--- config.mk ---
export PLATFORM = sky130hd
export DESIGN_NAME = gp_countn_adv
export DESIGN_NICKNAME = d
export VERILOG_FILES = /design/src/rtl/gp_countn_adv.sv
export SDC_FILE = /design/constraint.sdc
export NUM_CORES = 1
export LEC_CHECK = 0
export ABC_CLOCK_PERIOD_IN_PS = 3300
export CAP_MARGIN = 15
export CORE_UTILIZATION = 42
export CTS_CLUSTER_SIZE = 40
export DETAILED_ROUTE_END_ITERATION = 7
export PLACE_DENSITY = 0.73
export REMOVE_ABC_BUFFERS = 1
export SLEW_MARGIN = 40
export SYNTH_ARGS = -nofsm -noshare
export SYNTH_HDL_FRONTEND = slang
export SYNTH_SLANG_ARGS = --single-unit
export TNS_END_PERCENT = 10
--- constraint.sdc ---
create_clock -name CLK -period 3.3 [get_ports CLK]
set_input_delay 0.825 -clock CLK [delete_from_list [all_inputs] [get_ports CLK]]
set_output_delay 0.825 -clock CLK [all_outputs]
set_load 0.01 [all_outputs]
--- src/rtl/gp_countn_adv.sv ---
// rtl/gp_countn_adv.sv - up/down counter with wrap or one-shot mode, load, hold and terminal pulse
module gp_countn_adv #(
    parameter int    WIDTH       = 14,
    parameter int    COUNT_TO    = 1,
    parameter string RESET_VALUE = "ZERO",
    parameter string MODE        = "WRAP"
) (
    input  logic             CLK,
    input  logic             RST,
    input  logic             UP,
    input  logic             KEEP,
    input  logic             LOAD,
    input  logic [WIDTH-1:0] LOAD_VAL,
    input  logic             START,
    output logic             OUT,
    output logic [WIDTH-1:0] POUT,
    output logic             PULSE,
    output logic             BUSY
);

    // Reject unsupported configurations before anything runs.
    generate
        if (WIDTH < 2 || WIDTH > 16) begin : g_bad_width
            $fatal(1, "gp_countn_adv: WIDTH %0d outside 2..16", WIDTH);
        end
        if (RESET_VALUE != "ZERO" && RESET_VALUE != "COUNT_TO") begin : g_bad_rst
            $fatal(1, "gp_countn_adv: RESET_VALUE must be ZERO or COUNT_TO");
        end
        if (MODE != "WRAP" && MODE != "ONESHOT") begin : g_bad_mode
            $fatal(1, "gp_countn_adv: MODE must be WRAP or ONESHOT");
        end
    endgenerate

    typedef enum logic [1:0] {
        S_IDLE = 2'd0,
        S_RUN  = 2'd1,
        S_DONE = 2'd2
    } state_t;

    localparam logic [WIDTH-1:0] TERM    = COUNT_TO[WIDTH-1:0];
    localparam bit               ONESHOT = (MODE == "ONESHOT");
    localparam logic [WIDTH-1:0] RST_CNT = (RESET_VALUE == "COUNT_TO") ? TERM : '0;
    // WRAP mode parks permanently in RUN; only ONESHOT uses IDLE/DONE.
    localparam state_t           RST_ST  = ONESHOT ? S_IDLE : S_RUN;

    // Power-on values; RST later forces RESET_VALUE instead.
    logic [WIDTH-1:0] count = TERM;
    state_t           state = RST_ST;
    logic             pulse_q = 1'b0;

    logic [WIDTH-1:0] count_n;
    state_t           state_n;
    logic             pulse_n;
    logic             term;

    // Terminal flag follows the live direction input.
    assign term  = UP ? ((count == TERM) || (count == {WIDTH{1'b1}})) : (count == '0);
    assign OUT   = term;
    assign POUT  = count;
    assign PULSE = pulse_q;
    assign BUSY  = ONESHOT ? (state == S_RUN) : !RST;

    // Next count, state and pulse: LOAD > KEEP > START > step.
    always_comb begin
        count_n = count;
        state_n = state;
        pulse_n = 1'b0;
        if (LOAD) begin
            count_n = LOAD_VAL;
            if (ONESHOT && state == S_DONE) begin
                state_n = S_RUN;
            end
        end else if (KEEP) begin
            count_n = count;
        end else if (ONESHOT) begin
            if (state != S_RUN) begin
                if (START) begin
                    count_n = UP ? '0 : TERM;
                    state_n = S_RUN;
                end
            end else if (term) begin
                // Stop on the terminal value instead of wrapping.
                state_n = S_DONE;
                pulse_n = 1'b1;
            end else begin
                count_n = UP ? count + 1'b1 : count - 1'b1;
            end
        end else begin
            if (term) begin
                count_n = UP ? '0 : TERM;
                pulse_n = 1'b1;
            end else begin
                count_n = UP ? count + 1'b1 : count - 1'b1;
            end
        end
    end

    // Registers with asynchronous active-high reset.
    always_ff @(posedge CLK or posedge RST) begin
        if (RST) begin
            count   <= RST_CNT;
            state   <= RST_ST;
            pulse_q <= 1'b0;
        end else begin
            count   <= count_n;
            state   <= state_n;
            pulse_q <= pulse_n;
        end
    end

endmodule
==> flow_summary.yaml <==
status:
  outcome: "finished, final reports clean"
yosys:
  yosys.area.top_type_share: 0.308
  avgSynthCellArea_sq_um: 8.40
  synthXorXnorAreaFrac: 0.00719
  synth_seq_area_share: 0.308
  synth-simple-area-share: 0.335
  ys_top_cells_by_count: "dfrtp_1 (15), nor4_1 (9), a21oi_1 (8), nor3_1 (8)"
  synth_edf_count: 0
  ys_ff_latch: 15
  synth_fa_ha_area_frac: 0.0308
  synth_compound_area_frac: 0.227
  synthMuxAreaShare: 0.0175
  yosys-top-cells-area: "dfrtp_1 (31%), nor4_1 (4.6%), a211o_1 (3.6%), a31oi_1 (3.6%), nor2b_1 (3.6%)"
  synth_cells: 145
  synth_top_family_by_area: "simple AND/OR/NAND/NOR gates"
  ys_async_sr_fraction: 1.00
  ys_types: 41
  synth_warnings: 0
  syn_area_sq_um: 1220
  synth-main-ff-cell: "dfrtp_1"
  yosys.area.top_type: "dfrtp_1"
  yosysMostFrequentCell: "dfrtp_1"
timing:
  maxSlewViolCount: 0
  fin_tns_setup_ps: 0
  worst_slack_ps: 120
  worstMarginPinSlew_ps: 596
  relSlewSlack: 0.601
  skew_ps: 2.43
  setup_violations: 0
  hold_viol: 0
  hold_slack_ps: 690
  rsz0062_at_grt: "false"
  max_freq_mhz: 315
  fin_crit_sh: 0.964
  finalCriticalPeriod_ps: 3180
placed_design:
  pre_cts_ws_ps: -357
  gp_congestion: 0.899
  dpl.hpwl_um: 2590
  io_buffers: 35
cts:
  cts_tree: "done"
  clockBufferDepth: 2
  clockRootBuffer: "clkbuf_4"
  clk_latency_ps: 280
  cts_htree_levels: 1
  cts_num_sinks: 15
  clk_pin_slew_worst_paths_ps: 90
  cts_buffers: 3
floorplanning:
  row_count: 19
  top_level_ports: 37
  core_area_sq_um: 2760
  dieArea_sq_um: 3120
  die_height_um: 55.9
  die_w_um: 55.9
  initial_utilization: 0.442
setup_path:
  cpMaxStageDelayCell: "or4_4"
  crit_arrival_ps: 2350
  crit_required_ps: 2470
  worst_setup_path_start_kind: "flip-flop"
  path_cells: "or4_4 -> or3b_4 -> or3_4 -> and2_4 -> clkinv_4 -> buf_2"
  worstSetupPathType: "flip-flop to output port"
  crit_buf_inv: 2
  cpPeakStageDelay_ps: 570
  critPathTopFamily: "simple AND/OR/NAND/NOR gates"
  cp-end-kind: "output port"
  path_max_fanout: 4
grt:
  grt_start_max_net_pins: 18
  grt-ovfl-total: 0
  track_usage: 0.232
  grt_pass1_vias: 1330
  antenna_found_initial: 0
  grt_pass1_wl_um: 5800
route:
  wl_um: 3400
  vias: 1305
  drc: 0
  routed_via_density: 5.83
  drt_iter0_drc: 54
  wl_per_cell_um: 15.2
  drtAntennaViolNets: 0
  dr.pass1.iters: 4
final_layout:
  seqCellArea_sq_um: 375
  antenna_cells: 0
  layout.nets: 217
  drive_gt1_frac: 0.161
  multi_input_area_sq_um: 759
  area_growth_pct: 41.9
  fillerInstances: 253
  fin_util: 0.627
flow_run:
  cap_violations: 0
pwr:
  power.leakage_nw: 0.708
  power_density_nw_per_um2: 300
  total_power_uw: 519
  ir_worst_vdd_uv: 220
hold_path:
  hold_class: "flip-flop to flip-flop"
==> stage by stage <==
| stage | area (sq um) | cells |
|---|---|---|
| global route | 1730 | 224 |
| global placement | 1680 | 218 |
| CTS | 1720 | 224 |
| detailed placement | 1680 | 218 |
| finish | 1730 | 224 |
| floorplan | 1160 | 134 |
==> sequential cells by signal, indices dropped and copies added (netlist names) <==
| signal | count |
|---|---|
| POUT | 14 |
| PULSE | 1 |
==> what timing repair did <==
item	4_1_cts	5_1_grt
hold buffers	0	0
resized for setup	4	3
setup buffers	2	0
cloned	0	0
pin swaps	1	0
setup endpoints to repair	1	1
==> worst reg2reg max path, delay by kind of cell, from the launching register on <==
kind / cells / cell delay [ps]
compound gates: 2 / 430
flops: 1 / 400
simple gates: 4 / 1430
buf+inv: 2 / 300
==> placed cells by master, fill, tap and decap left out, types with 2 or more instances in the layout <==
| master | synthesis | layout |
|---|---|---|
| clkdlybuf4s50_1 | 0 | 33 |
| buf_4 | 0 | 20 |
| dfrtp_1 | 15 | 15 |
| nor4_1 | 9 | 9 |
| nor3_1 | 8 | 8 |
| a21oi_1 | 8 | 8 |
| nor2b_1 | 7 | 7 |
| a31oi_1 | 7 | 7 |
| nand2b_1 | 6 | 6 |
| inv_1 | 6 | 6 |
| nor2_1 | 6 | 6 |
| nand2_1 | 5 | 5 |
| o31a_1 | 5 | 5 |
| nor3b_1 | 5 | 5 |
| a211o_1 | 5 | 5 |
| nand3_1 | 4 | 4 |
| or3_1 | 4 | 3 |
| nand4_1 | 3 | 3 |
| a22oi_1 | 3 | 3 |
| ha_1 | 3 | 3 |
| clkbuf_4 | 0 | 3 |
| or4_1 | 2 | 2 |
| and3_1 | 2 | 2 |
| o32a_1 | 2 | 2 |
| nand3b_1 | 2 | 2 |
| o22a_1 | 2 | 2 |
==> area by class of cell <==
class / instances / area share
clock buffers: 4 / 0.0152
inverters: 7 / 0.0181
multi-input cells: 112 / 0.439
flip-flops and latches: 15 / 0.217
well taps: 31 / 0.0224
repair buffers: 55 / 0.288
==> where the power goes <==
group / total (mW) / internal (mW) / switching [mW]
clock: 0.108 / 0.0469 / 0.0615
sequential: 0.220 / 0.201 / 0.0188
combinational: 0.191 / 0.104 / 0.0874
total: 0.519 / 0.351 / 0.168
==> path summary, 6_finish.rpt <==
path | from | end | slack (ps) | cells past startpoint
max in group asynchronous | RST | POUT[1]$_DFFE_PP0P_ | 2190 | 3
hold reg to reg | POUT[12]$_DFFE_PP0P_ | POUT[12]$_DFFE_PP0P_ | 690 | 2
min in group asynchronous | RST | PULSE$_DFF_PP0_ | 930 | 3
setup reg to reg | POUT[5]$_DFFE_PP0P_ | POUT[13]$_DFFE_PP0P_ | 640 | 8
setup / recovery | POUT[5]$_DFFE_PP0P_ | OUT | 120 | 6
hold / removal | POUT[12]$_DFFE_PP0P_ | POUT[12]$_DFFE_PP0P_ | 690 | 2
==> cells by family after synthesis <==
family          Yosys count
fa+ha+maj                 3
buf+inv                  18
simple gates             68
mux                       2
compound gates           38
xor+xnor                  1
flops                    15
==> layer usage <==
layer / part of all wire / GRT usage / vias up
met2: 0.48 / 0.399 / 40
li1: - / - / 651
met5: 0 / 0 / -
met1: 0.47 / 0.301 / 608
met3: 0.041 / 0.0419 / 6
met4: 0.011 / 0.0627 / 0
(Power assumes the default switching activity.)
